[config.mk]
export PLATFORM = sky130hd
export DESIGN_NAME = mmu_rsp_fifo_flat
export DESIGN_NICKNAME = d
export VERILOG_FILES = /design/src/rtl/mmu_rsp_fifo_if.sv /design/src/rtl/mmu_rsp_fifo.sv /design/src/flat_wrapper.sv
export SDC_FILE = /design/constraint.sdc
export NUM_CORES = 1
export LEC_CHECK = 0
export CAP_MARGIN = 10
export CORE_MARGIN = 4
export CORE_UTILIZATION = 50
export DETAILED_ROUTE_END_ITERATION = 8
export GPL_TIMING_DRIVEN = 0
export PLACE_DENSITY = 0.75
export SYNTH_ARGS = -nofsm -noshare
export SYNTH_HDL_FRONTEND = slang
export SYNTH_SLANG_ARGS = --single-unit
[constraint.sdc]
create_clock -name clk -period 9.6 [get_ports clk]
set_clock_uncertainty 0.05 [all_clocks]
set_input_delay 0.96 -clock clk [delete_from_list [all_inputs] [get_ports clk]]
set_output_delay 0.96 -clock clk [all_outputs]
set_load 0.05 [all_outputs]
[src/rtl/mmu_rsp_fifo_if.sv]
// Write-strobe / FWFT read bundle between the MMU tree, the response FIFO
// and the host drain port.
interface mmu_rsp_fifo_if #(
   parameter int DATA_WIDTH = 32
);

   logic                  wr_en;
   logic [DATA_WIDTH-1:0] wr_data;
   logic                  almost_full;
   logic                  rd_valid;
   logic [DATA_WIDTH-1:0] rd_data;
   logic                  rd_ready;

   modport master (
      output wr_en,
      output wr_data,
      output rd_ready,
      input  almost_full,
      input  rd_valid,
      input  rd_data
   );

   modport slave (
      input  wr_en,
      input  wr_data,
      input  rd_ready,
      output almost_full,
      output rd_valid,
      output rd_data
   );

endinterface

[src/rtl/mmu_rsp_fifo.sv]
// MMU response FIFO: unconditional write strobes in, FWFT valid/ready out,
// registered almost_full back-pressure and sticky drop accounting.
module mmu_rsp_fifo #(
   parameter int DATA_WIDTH = 32,
   parameter int DEPTH      = 16,
   parameter int PTR_WIDTH  = 4,
   parameter int AF_MARGIN  = 4
) (
   input  logic                 clk,
   input  logic                 rst_n,
   mmu_rsp_fifo_if.slave        bus,
   input  logic                 err_clr,
   output logic [PTR_WIDTH:0]   data_count,
   output logic                 overflow_err,
   output logic [7:0]           drop_count
);

   localparam logic [PTR_WIDTH:0]   FULL_LVL = (PTR_WIDTH+1)'(DEPTH);
   localparam logic [PTR_WIDTH:0]   AF_LVL   = (PTR_WIDTH+1)'(DEPTH - AF_MARGIN);
   localparam logic [PTR_WIDTH:0]   CNT_ONE  = (PTR_WIDTH+1)'(1);
   localparam logic [PTR_WIDTH-1:0] PTR_ONE  = PTR_WIDTH'(1);

   logic [DATA_WIDTH-1:0] mem_q [DEPTH];

   logic [PTR_WIDTH-1:0] wr_ptr_q, wr_ptr_d;
   logic [PTR_WIDTH-1:0] rd_ptr_q, rd_ptr_d;
   logic [PTR_WIDTH:0]   count_q, count_d;
   logic                 ovf_q, ovf_d;
   logic [7:0]           drop_cnt_q, drop_cnt_d;

   logic rd_fire;
   logic wr_acc;
   logic drop;

   // A full FIFO still accepts a write when the head leaves on the same edge.
   always_comb begin
      rd_fire = (count_q != '0) & bus.rd_ready;
      wr_acc  = bus.wr_en & ((count_q != FULL_LVL) | rd_fire);
      drop    = bus.wr_en & ~wr_acc;
   end

   always_comb begin
      wr_ptr_d = wr_ptr_q;
      rd_ptr_d = rd_ptr_q;
      count_d  = count_q;
      if (wr_acc) begin
         wr_ptr_d = wr_ptr_q + PTR_ONE;
      end
      if (rd_fire) begin
         rd_ptr_d = rd_ptr_q + PTR_ONE;
      end
      unique case ({wr_acc, rd_fire})
         2'b10:   count_d = count_q + CNT_ONE;
         2'b01:   count_d = count_q - CNT_ONE;
         default: count_d = count_q;
      endcase
   end

   // A drop in the same cycle as err_clr restarts the tally at one.
   always_comb begin
      ovf_d      = ovf_q;
      drop_cnt_d = drop_cnt_q;
      if (drop) begin
         ovf_d = 1'b1;
         if (err_clr) begin
            drop_cnt_d = 8'd1;
         end else if (drop_cnt_q != 8'hFF) begin
            drop_cnt_d = drop_cnt_q + 8'd1;
         end
      end else if (err_clr) begin
         ovf_d      = 1'b0;
         drop_cnt_d = 8'd0;
      end
   end

   always_ff @(posedge clk or negedge rst_n) begin
      if (!rst_n) begin
         wr_ptr_q   <= '0;
         rd_ptr_q   <= '0;
         count_q    <= '0;
         ovf_q      <= 1'b0;
         drop_cnt_q <= 8'd0;
      end else begin
         wr_ptr_q   <= wr_ptr_d;
         rd_ptr_q   <= rd_ptr_d;
         count_q    <= count_d;
         ovf_q      <= ovf_d;
         drop_cnt_q <= drop_cnt_d;
      end
   end

   // Storage is intentionally left out of reset.
   always_ff @(posedge clk) begin
      if (wr_acc) begin
         mem_q[wr_ptr_q] <= bus.wr_data;
      end
   end

   assign bus.rd_valid    = (count_q != '0);
   assign bus.rd_data     = mem_q[rd_ptr_q];
   assign bus.almost_full = (count_q >= AF_LVL);

   assign data_count   = count_q;
   assign overflow_err = ovf_q;
   assign drop_count   = drop_cnt_q;

endmodule

[src/flat_wrapper.sv]
// flat-port wrapper written by rule: the top's interface ports become plain ports
module mmu_rsp_fifo_flat 
#(
   parameter int DATA_WIDTH = 32,
   parameter int DEPTH      = 16,
   parameter int PTR_WIDTH  = 4,
   parameter int AF_MARGIN  = 4
)
  (clk, rst_n, err_clr, data_count, overflow_err, drop_count, bus_wr_en, bus_wr_data, bus_rd_ready, bus_almost_full, bus_rd_valid, bus_rd_data);
  mmu_rsp_fifo_if #(.DATA_WIDTH(DATA_WIDTH)) bus_i ();
  input  logic clk;
  input  logic rst_n;
  input  logic err_clr;
  output logic [PTR_WIDTH:0] data_count;
  output logic overflow_err;
  output logic [7:0] drop_count;
  input wire logic [$bits(bus_i.wr_en)-1:0] bus_wr_en;
  input wire logic [$bits(bus_i.wr_data)-1:0] bus_wr_data;
  input wire logic [$bits(bus_i.rd_ready)-1:0] bus_rd_ready;
  output wire logic [$bits(bus_i.almost_full)-1:0] bus_almost_full;
  output wire logic [$bits(bus_i.rd_valid)-1:0] bus_rd_valid;
  output wire logic [$bits(bus_i.rd_data)-1:0] bus_rd_data;
  assign bus_i.wr_en = bus_wr_en;
  assign bus_i.wr_data = bus_wr_data;
  assign bus_i.rd_ready = bus_rd_ready;
  assign bus_almost_full = bus_i.almost_full;
  assign bus_rd_valid = bus_i.rd_valid;
  assign bus_rd_data = bus_i.rd_data;
  mmu_rsp_fifo #(.DATA_WIDTH(DATA_WIDTH), .DEPTH(DEPTH), .PTR_WIDTH(PTR_WIDTH), .AF_MARGIN(AF_MARGIN)) u_core (.clk(clk), .rst_n(rst_n), .bus(bus_i), .err_clr(err_clr), .data_count(data_count), .overflow_err(overflow_err), .drop_count(drop_count));
endmodule
Yosys cells after proc, flatten, opt, wreduce, memory -nomap -nowiden
Memories as Yosys holds them, arrays and structs flattened.
Cells that the tools add are included.
- bits in registers: 22
- input port bits: 37
- RAM bits: 512
- memories: 1
- output and inout bits: 48
- memory list (memory ; depth ; width ; rd ports ; clocked after memory_dff ; write ports ; line ; text):
    u_core.mem_q ; 16 ; 32 ; 1 ; 0 ; 1 ; mmu_rsp_fifo.sv:23 ; logic [DATA_WIDTH-1:0] mem_q [DEPTH];
- mux-type cells: 9
- add/sub/neg operators: 5
- bitwise operators: 5
- equality and inequality tests: 4
- $lt $le $gt $ge: 1
- reduce and logical (&&, ||, !) cells: 5
- operators by type and width (kind ; count):
    two-way mux 8 bit ; 4
    case mux 5 bit (2 select lines) ; 1
    adder 4 x 1 -> 4 bit (second input constant) ; 2
    adder 8 x 1 -> 8 bit (second input constant) ; 1
    inequality test 8 bit (second input constant) ; 1
    nonzero test 2 bit ; 3
    adder 5 x 1 -> 5 bit (second input constant) ; 1
    >= comparator 5 x 4 -> 1 bit (second input constant) ; 1
    inequality test 5 bit (second input constant) ; 1
    nonzero test 5 bit ; 1
    subtractor 5 x 1 -> 5 bit (second input constant) ; 1
    two-way mux 1 bit ; 4
    AND 1 bit ; 3
    equality test 2 x 1 -> 1 bit (second input constant) ; 1
    equality test 2 bit (second input constant) ; 1
    AND reduction 2 bit ; 1
    NOT 1 bit ; 1
    bitwise OR 1 bit ; 1

Logic depth before layout (Yosys ltp)
Gate-level depths: netlist of the first run.
- depth after elaboration: 8
- depth in mapped cells: 8
- depth with buffers taken out: 8

Worst setup path before layout of the first run
Ideal clock, no wire load.
- path kind: in2reg
- from: in bus_rd_ready
- to: mem u_core.mem_q[3][0], enable pin
- slack: 5246 ps
- data arrival time: 3844 ps
- stages: 4
- path buffers: 0
- library setup time: 461 ps
- path through: and2b_1 > a21oi_2 > nand2_1 > nor3_1
- word-level cells in the longest chain between the ends: 5
- RTL lines (what ; line ; text):
    from (decl) ; flat_wrapper.sv:19 ; input wire logic [$bits(bus_i.rd_ready)-1:0] bus_rd_ready;
    AND 1 bit ; mmu_rsp_fifo.sv:37 ; rd_fire = (count_q != '0) & bus.rd_ready;
    bitwise OR 1 bit ; mmu_rsp_fifo.sv:38 ; wr_acc = bus.wr_en & ((count_q != FULL_LVL) | rd_fire);
    AND 1 bit ; mmu_rsp_fifo.sv:38 ;
    two-way mux 1 bit ; mmu_rsp_fifo.sv:94 ; if (wr_acc) begin
    two-way mux 1 bit (implied by the code) ; mmu_rsp_fifo.sv:95 ; mem_q[wr_ptr_q] <= bus.wr_data;
    to (decl) ; mmu_rsp_fifo.sv:23 ;
Every way passes these cells.

Worst setup path in the final report of the first run
- from: reg u_core.rd_ptr_q[1]
- to: out bus_rd_data[31]
- word-level cells in the longest chain between the ends: 1
- RTL lines (what ; line ; text):
    from (decl) ; mmu_rsp_fifo.sv:26 ; logic [PTR_WIDTH-1:0] rd_ptr_q, rd_ptr_d;
    from (signal assigned) ; mmu_rsp_fifo.sv:85 ; rd_ptr_q <= rd_ptr_d;
    memory (16 x 32 bit) ; n/a ;
    to (decl) ; flat_wrapper.sv:22 ; output wire logic [$bits(bus_i.rd_data)-1:0] bus_rd_data;
Every way passes these cells.

==> metrics.cfg, run 1 <==
[timing]
period_minus_slack_ns=4.80
fin_crit_sh_pct=50.0
clock.fmax_mhz=208
worstMarginPinSlew_ns=0.984
slew_headroom_pct=34.2
fin_ws_ns=4.80
slew_viol_final=0
tns_ns=0
hold_viol=0
rsz0062_at_grt=no
setup_viol=0

[synth]
synth_flop_cell=edfxtp_1
avgSynthCellArea_um2=22.0
synth_top_area_share_pct=75.1
synth_top_area_cell=edfxtp_1
ys_seq_area_share_pct=77.8
yosys_register_bits=534
synthArstFlopShare_pct=4.12
synth_area_leaders=edfxtp_1 75%, mux4_2 14%, dfrtp_1 2.7%
synth_nets=979
synth_edf_count=512
syn_inst=932
syn_area_mm2=0.0205
ys_types=44
ys_warn_count=0

[place]
dp_slack_ns=5.38
routabilityCongestion=0.753
dp_hpwl_mm=27.2
port_buffers=84

[setup_path]
cp_data_arrival_time_ns=3.79
rr_worst_depth=7
timing.rr.start=u_core.data_count[4]
cp-end-kind=primary output
worst-path-buf-inv=3
critPathSlowestCell=clkdlybuf4s50_1
path_cells=clkbuf_1, clkbuf_1, mux4_2, a22oi_1, nand2_1, clkdlybuf4s50_1
crit_type=reg2out
rrSetupSlack_ns=6.54
startpoint_type=register
max_stage_delay_ns=0.72
reg2reg_to=u_core.mem_q[0][8]
path_delay_family=buffers and inverters
crit_path_max_fanout=10
cp_common_cell=clkbuf_1
cp_num_cells=6
worst_ep_required_time_ns=8.59

[floorplan]
initial_core_util_pct=51.0
ios=85
std_cell_rows=73
dieHeight_um=210
core_area_mm2=0.0401
die_x_um=210
die_area_mm2=0.0442

[routing]
wire_per_inst_um=26.4
routed_wl_mm=43.8
drt-pass1-iter-count=5
ant_nets=0
drtIter0Drc=1132
vias=10004
drc=0
vias_per_cell=6.03

[global_routing]
gr-usage-met3_pct=4.78
grt_max_degree=23
grt_pass1_vias=10579
grt_overflow=0
grt_usage_pct=20.3
gr-usage-met2_pct=33.6
antenna_found_initial=1
grt-busiest-layer=met2
grt_use_met1_pct=28.0
grt_pass1_wl_mm=67.2

[hold_path]
min_to=u_core.overflow_err
min_from=u_core.overflow_err
hold_class=reg2reg
worstHoldPathCells=2

[cts]
ctsHoldBuffers=0
cts.sinks=534
cts_max_level=2
clk_pin_slew_worst_paths_ns=0.06
clockRootBuffer=clkbuf_16
cts_buffer_depth=3
post_cts_buffers=0
clock_latency_ns=0.59
cts_tree=built
cts.repair.resized=0
numCtsBuffers=51

[finish]
area_delta_synth_final_pct=17.5
final-seq-area_mm2=0.0159
final_nets=1142
utilization_pct=60.0
fill_cells=2728
multi_input_area_mm2=0.00442
num_antenna_cells=0
drive_gt1_share_pct=23.0

[pwr]
ir_drop_v=0.000211
power_density_mw_per_mm2=311
leakage_nw=7.65

[outcome]
status=complete, no violations

[flow_run]
maxCapViolCount=0

[registers in the layout (all words and copies together) (netlist names)]
register	count
u_core.data_count	5
u_core.drop_count	8
u_core.mem_q	512
u_core.overflow_err	1
u_core.rd_ptr_q	4
u_core.wr_ptr_q	4
[through the flow]
| step | cell area [µm²] | std cells | hold slack (ns) | power [mW] |
|---|---|---|---|---|
| after global placement | 22000 | 1541 | 0.465 | 5.53 |
| after detailed placement | 22500 | 1567 | 0.477 | 5.64 |
| after CTS | 24100 | 1659 | 0.486 | 7.55 |
| after global routing | 24100 | 1659 | 0.519 | 7.80 |
| after floorplan | 20500 | 932 | 0.443 | 4.71 |
| final | 24100 | 1659 | 0.483 | 7.48 |
[routing by layer]
layer  vias up  wire (µm)  part of all wire (%)
met5         -         13                 0.030
met4         2        743                   1.7
met3        68       3500                   8.0
met2       392      22100                    51
met1      5284      17400                    40
li1       4258          -                     -
[power breakdown]
part / switching [mW] / leakage, nW / total [mW] / internal (mW)
registers: 0.0833 / 4.90 / 2.89 / 2.81
clock network: 0.826 / 0.760 / 1.91 / 1.08
logic: 1.66 / 1.99 / 2.68 / 1.02
[worst register-to-register path, stage by stage, from the launching register on]
cell and delay [ns]:
dfrtp_1 0.38, clkbuf_1 0.20, and2b_1 0.26, a21oi_2 0.33, nand2_1 0.31, nor3_2 0.68
buf_4 0.34, buf_6 0.21
[cell usage in the layout, fill, tap and decap left out, types with 3 or more instances in the layout]
master,Yosys,routed
a21oi_1,7,7
a22oi_1,64,64
and3_1,4,4
buf_1,3,3
buf_12,0,9
buf_16,0,3
buf_2,13,13
buf_6,1,13
bufinv_16,0,3
clkbuf_1,33,52
clkbuf_16,0,52
clkdlybuf4s50_1,0,84
clkinv_1,0,7
clkinv_2,0,7
dfrtp_1,22,22
edfxtp_1,512,512
ha_1,9,9
inv_1,5,5
mux2_2,6,6
mux4_2,128,128
nand2_1,44,44
nand3_1,8,8
nand4_1,3,3
nor2_1,17,5
nor2_4,0,12
nor2b_1,4,4
nor3_2,0,4
o21ai_0,4,4
o31ai_1,3,3
or4_1,5,5
xnor2_1,7,7
[kinds of logic after synthesis]
family          after synthesis  share of synthesized area [%]
simple gates                 99                           2.35
mux                         136                           14.5
compound gates               89                           3.17
xor+xnor                      9                          0.385
fa+ha+maj                    10                          0.648
buf+inv                      55                           1.12
flops                       534                           77.8
[worst max path at each step]
stage                             from                   to  slack (ns)
detailed placement  u_core.rd_ptr_q[0]      bus_rd_data[18]        5.38
finish              u_core.rd_ptr_q[1]      bus_rd_data[31]        4.80
global placement          bus_rd_ready  u_core.mem_q[3][15]        2.12
global route        u_core.rd_ptr_q[0]       bus_rd_data[2]        4.56
CTS                 u_core.rd_ptr_q[0]      bus_rd_data[31]        4.72
floorplan                 bus_rd_ready   u_core.mem_q[3][0]        5.25
[layout make-up]
cell class,instances,share of cell area [%]
Buffer,50,0.879
Clock buffer,71,5.71
Clock inverter,21,0.801
Inverter,5,0.0780
Multi-Input combinational cell,343,18.4
Sequential cell,534,66.2
Tap cell,525,2.73
Timing Repair Buffer,110,5.21
[synth_stat cells (2+ instances only)]
cell type  instances
nor3_1             5
and3_1             4
dfrtp_1           22
or4_1              5
mux2i_1            2
edfxtp_1         512
clkbuf_1          33
o21ai_0            4
nand2_1           44
buf_2             13
nor2b_1            4
mux4_2           128
ha_1               9
xnor2_1            7
nand3_1            8
a21o_1             2
o31ai_1            3
xor2_1             2
nor2_1            17
mux2_2             6
a21oi_1            7
inv_1              5
buf_1              3
a22oi_1           64
nand4_1            3
nand2b_1           2
Power figures use the tool's default switching activity.
==> run 2, diff against run 1 <==
Clock period 9.6 ns to 4.6 ns, I/O delays scaled along.
==> results of run 2 <==
Same layout as run 1 (identical final DEF). Status: complete, no violations.
Main changes from that run: setup slack after placement 5.38 ns -> 0.880 ns; setup slack after layout 4.80 ns -> 0.302 ns; hold slack 0.483 ns -> 0.364 ns; register-to-register setup slack 6.54 ns -> 1.54 ns; total power 7.48 mW -> 15.6 mW; worst IR drop on VDD 0.000211 V -> 0.000440 V
==> run 3, diff against run 2 <==
Settings changed: CORE_UTILIZATION 50 to 41, PLACE_DENSITY 0.75 to 0.65.
==> run 3 against run 2 <==
  * Non-clock buffer count unchanged
  * Hold slack lost 0.26 ns
  * Cell area increased by 0.88%
  * Routed wire length increased by 0.97%
  * Via count shrank 1.6%
  * Critical path depth grew 1
  * Combinational power hardly changed
  * Flip-flop and latch count stayed put
  * Highest routed layer is now met4
  * First-iteration DRC count decreased by 22%
==> metrics.cfg, run 3 (synthesis results as in run 1) <==
[outcome]
status=complete, no violations  ; unchanged

[setup_path]
cp_common_cell=clkbuf_1  ; unchanged
timing.rr.start=u_core.data_count[4]  ; unchanged
critPathSlowestCell=clkdlybuf4s50_1  ; unchanged
cp-end-kind=primary output  ; unchanged
cp_data_arrival_time_ns=3.87  ; was 3.79 ns
critPathLaunch=u_core.rd_ptr_q[0]  ; was u_core.rd_ptr_q[1]
crit_path_max_fanout=10  ; unchanged
worst_ep_required_time_ns=4.09  ; about the same
path_delay_family=buffers and inverters  ; unchanged
crit_type=reg2out  ; unchanged
max_stage_delay_ns=0.73  ; was 0.72 ns
path_cells=clkbuf_1, clkbuf_1, buf_2, mux4_2, a22oi_1, nand2_1, clkdlybuf4s50_1  ; was clkbuf_1, clkbuf_1, mux4_2, a22oi_1, nand2_1, clkdlybuf4s50_1
worst-path-buf-inv=4  ; was 3
startpoint_type=register  ; unchanged

[floorplan]
core_area_mm2=0.0492  ; was 0.0401 mm²
ios=85  ; unchanged
die_area_mm2=0.0536  ; was 0.0442 mm²
std_cell_rows=81  ; was 73
initial_core_util_pct=41.6  ; was 51.0%
die_x_um=231  ; was 210 µm
dieHeight_um=231  ; was 210 µm

[timing]
worstMarginPinSlew_ns=1.07  ; was 0.984 ns
tns_ns=0  ; unchanged
clock.fmax_mhz=228  ; was 233 MHz
hold_viol=0  ; unchanged
slew_viol_final=0  ; unchanged
period_minus_slack_ns=4.38  ; was 4.30 ns
setup_viol=0  ; unchanged
slew_headroom_pct=28.6  ; was 34.2%
fin_crit_sh_pct=95.1  ; was 93.4%
rsz0062_at_grt=no  ; unchanged

[place]
dp_hpwl_mm=27.9  ; was 27.2 mm
routabilityCongestion=0.728  ; was 0.753
port_buffers=84  ; unchanged
dpl.cell_count=1705  ; was 1567

[finish]
layout.cells.most_common_list=512 x edfxtp_1, 128 x mux4_2, 84 x clkdlybuf4s50_1  ; unchanged
drive_gt1_share_pct=22.6  ; was 23.0%
regMostFlops=u_core.mem_q  ; unchanged
layout_commonest_cell=edfxtp_1  ; unchanged
area_delta_synth_final_pct=18.6  ; was 17.5%
largest_reg_flops=512  ; unchanged
final_nets=1143  ; was 1142
fin_cells=1802  ; was 1659

[routing]
routed_wl_mm=44.2  ; was 43.8 mm
drt-pass1-iter-count=5  ; unchanged
drc=0  ; unchanged
ant_nets=0  ; unchanged
vias_per_cell=5.47  ; was 6.03
drtIter0Drc=886  ; was 1132
vias=9848  ; was 10004
wire_per_inst_um=24.5  ; was 26.4 µm

[global_routing]
grt_pass1_vias=10313  ; was 10579
grt_pass1_wl_mm=66.2  ; was 67.2 mm
antenna_found_initial=2  ; was 1
grt_overflow=0  ; unchanged
grt_max_degree=23  ; unchanged
grt_usage_pct=16.6  ; was 20.3%

[cts]
cts_max_level=2  ; unchanged
clk_pin_slew_worst_paths_ns=0.06  ; about the same
clock_latency_ns=0.58  ; was 0.59 ns
numCtsBuffers=52  ; was 51
cts_tree=built  ; unchanged
cts_buffer_depth=3  ; unchanged
clockRootBuffer=clkbuf_16  ; unchanged
cts.sinks=534  ; unchanged

[flow_run]
maxCapViolCount=0  ; unchanged

[hold_path]
hold_class=in2async  ; unchanged

[pwr]
power_density_mw_per_mm2=642  ; was 649 mW/mm²
ir_drop_v=0.000302  ; was 0.000440 V
leakage_nw=7.66  ; was 7.65 nW

run 3: cell types whose count changed in the layout (fill, tap and decap cells not counted), moves of 2 or more:
cell      delta
clkbuf_1     -3
clkinv_1     +9
clkinv_2     -2
buf_16       +3
buf_6        -2
buf_8        +2
diode_2      +2
buf_12       -2
run 3: per-stage QoR:
step / total power, mW / area (µm²) / worst slack [ns] / util, % / hold slack (ns)
global route: 16.2 / 24300 / 0.00887 / 49.4 / 0.119
finish: 15.6 / 24300 / 0.223 / 49.4 / 0.105
detailed placement: 11.8 / 22700 / 0.734 / 46.1 / 0.472
floorplan: 9.82 / 20500 / 0.401 / - / 0.114
CTS: 15.8 / 24200 / 0.0897 / 49.3 / 0.447
global placement: 11.7 / 22100 / -2.52 / 45.0 / 0.459
run 3: what timing repair did:
action                     4_1_cts  5_1_grt
hold buffers                     0        0
setup endpoints to repair        0        3
buffers inserted                 0        0
resized for setup                0        1
run 3: worst register-to-register path, stage by stage, from the launching register on:
cell and delay (ns):
dfrtp_1 0.37, clkbuf_1 0.20, and2b_1 0.27, a21oi_2 0.36, nand2_1 0.33, nor3_2 0.88, buf_6 0.29
run 3: cell type report:
cell class	instances	area (µm²)
diodes	2	5.00
multi-input cells	343	4420
well taps	664	831
repair buffers	110	1300
inverters	5	18.8
clock inverters	24	153
plain buffers	50	214
flip-flops and latches	534	15900
fillers	3921	24900
clock buffers	70	1400
run 3: power by group:
| group | leakage (nW) | switching, mW | internal (mW) |
|---|---|---|---|
| combinational | 2.01 | 3.49 | 2.14 |
| sequential | 4.90 | 0.155 | 5.85 |
| clock | 0.752 | 1.70 | 2.23 |
run 3: worst paths after layout:
path	slack [ns]	to	cells past startpoint
setup / recovery	0.22	bus_rd_data[19]	7
hold / removal	0.10	u_core.data_count[1]	1
setup reg to reg	1.54	u_core.mem_q[0][19]	6
hold reg to reg	0.48	u_core.overflow_err	2
max in group asynchronous	3.97	u_core.drop_count[6]	2
min in group clk	0.48	u_core.overflow_err	2
run 3: layer usage:
metal / share of wire, % / GRT usage (%)
met4: 2.6 / 4.96
met1: 42 / 22.7
met5: 0 / 0
met2: 51 / 27.9
met3: 5.3 / 2.38
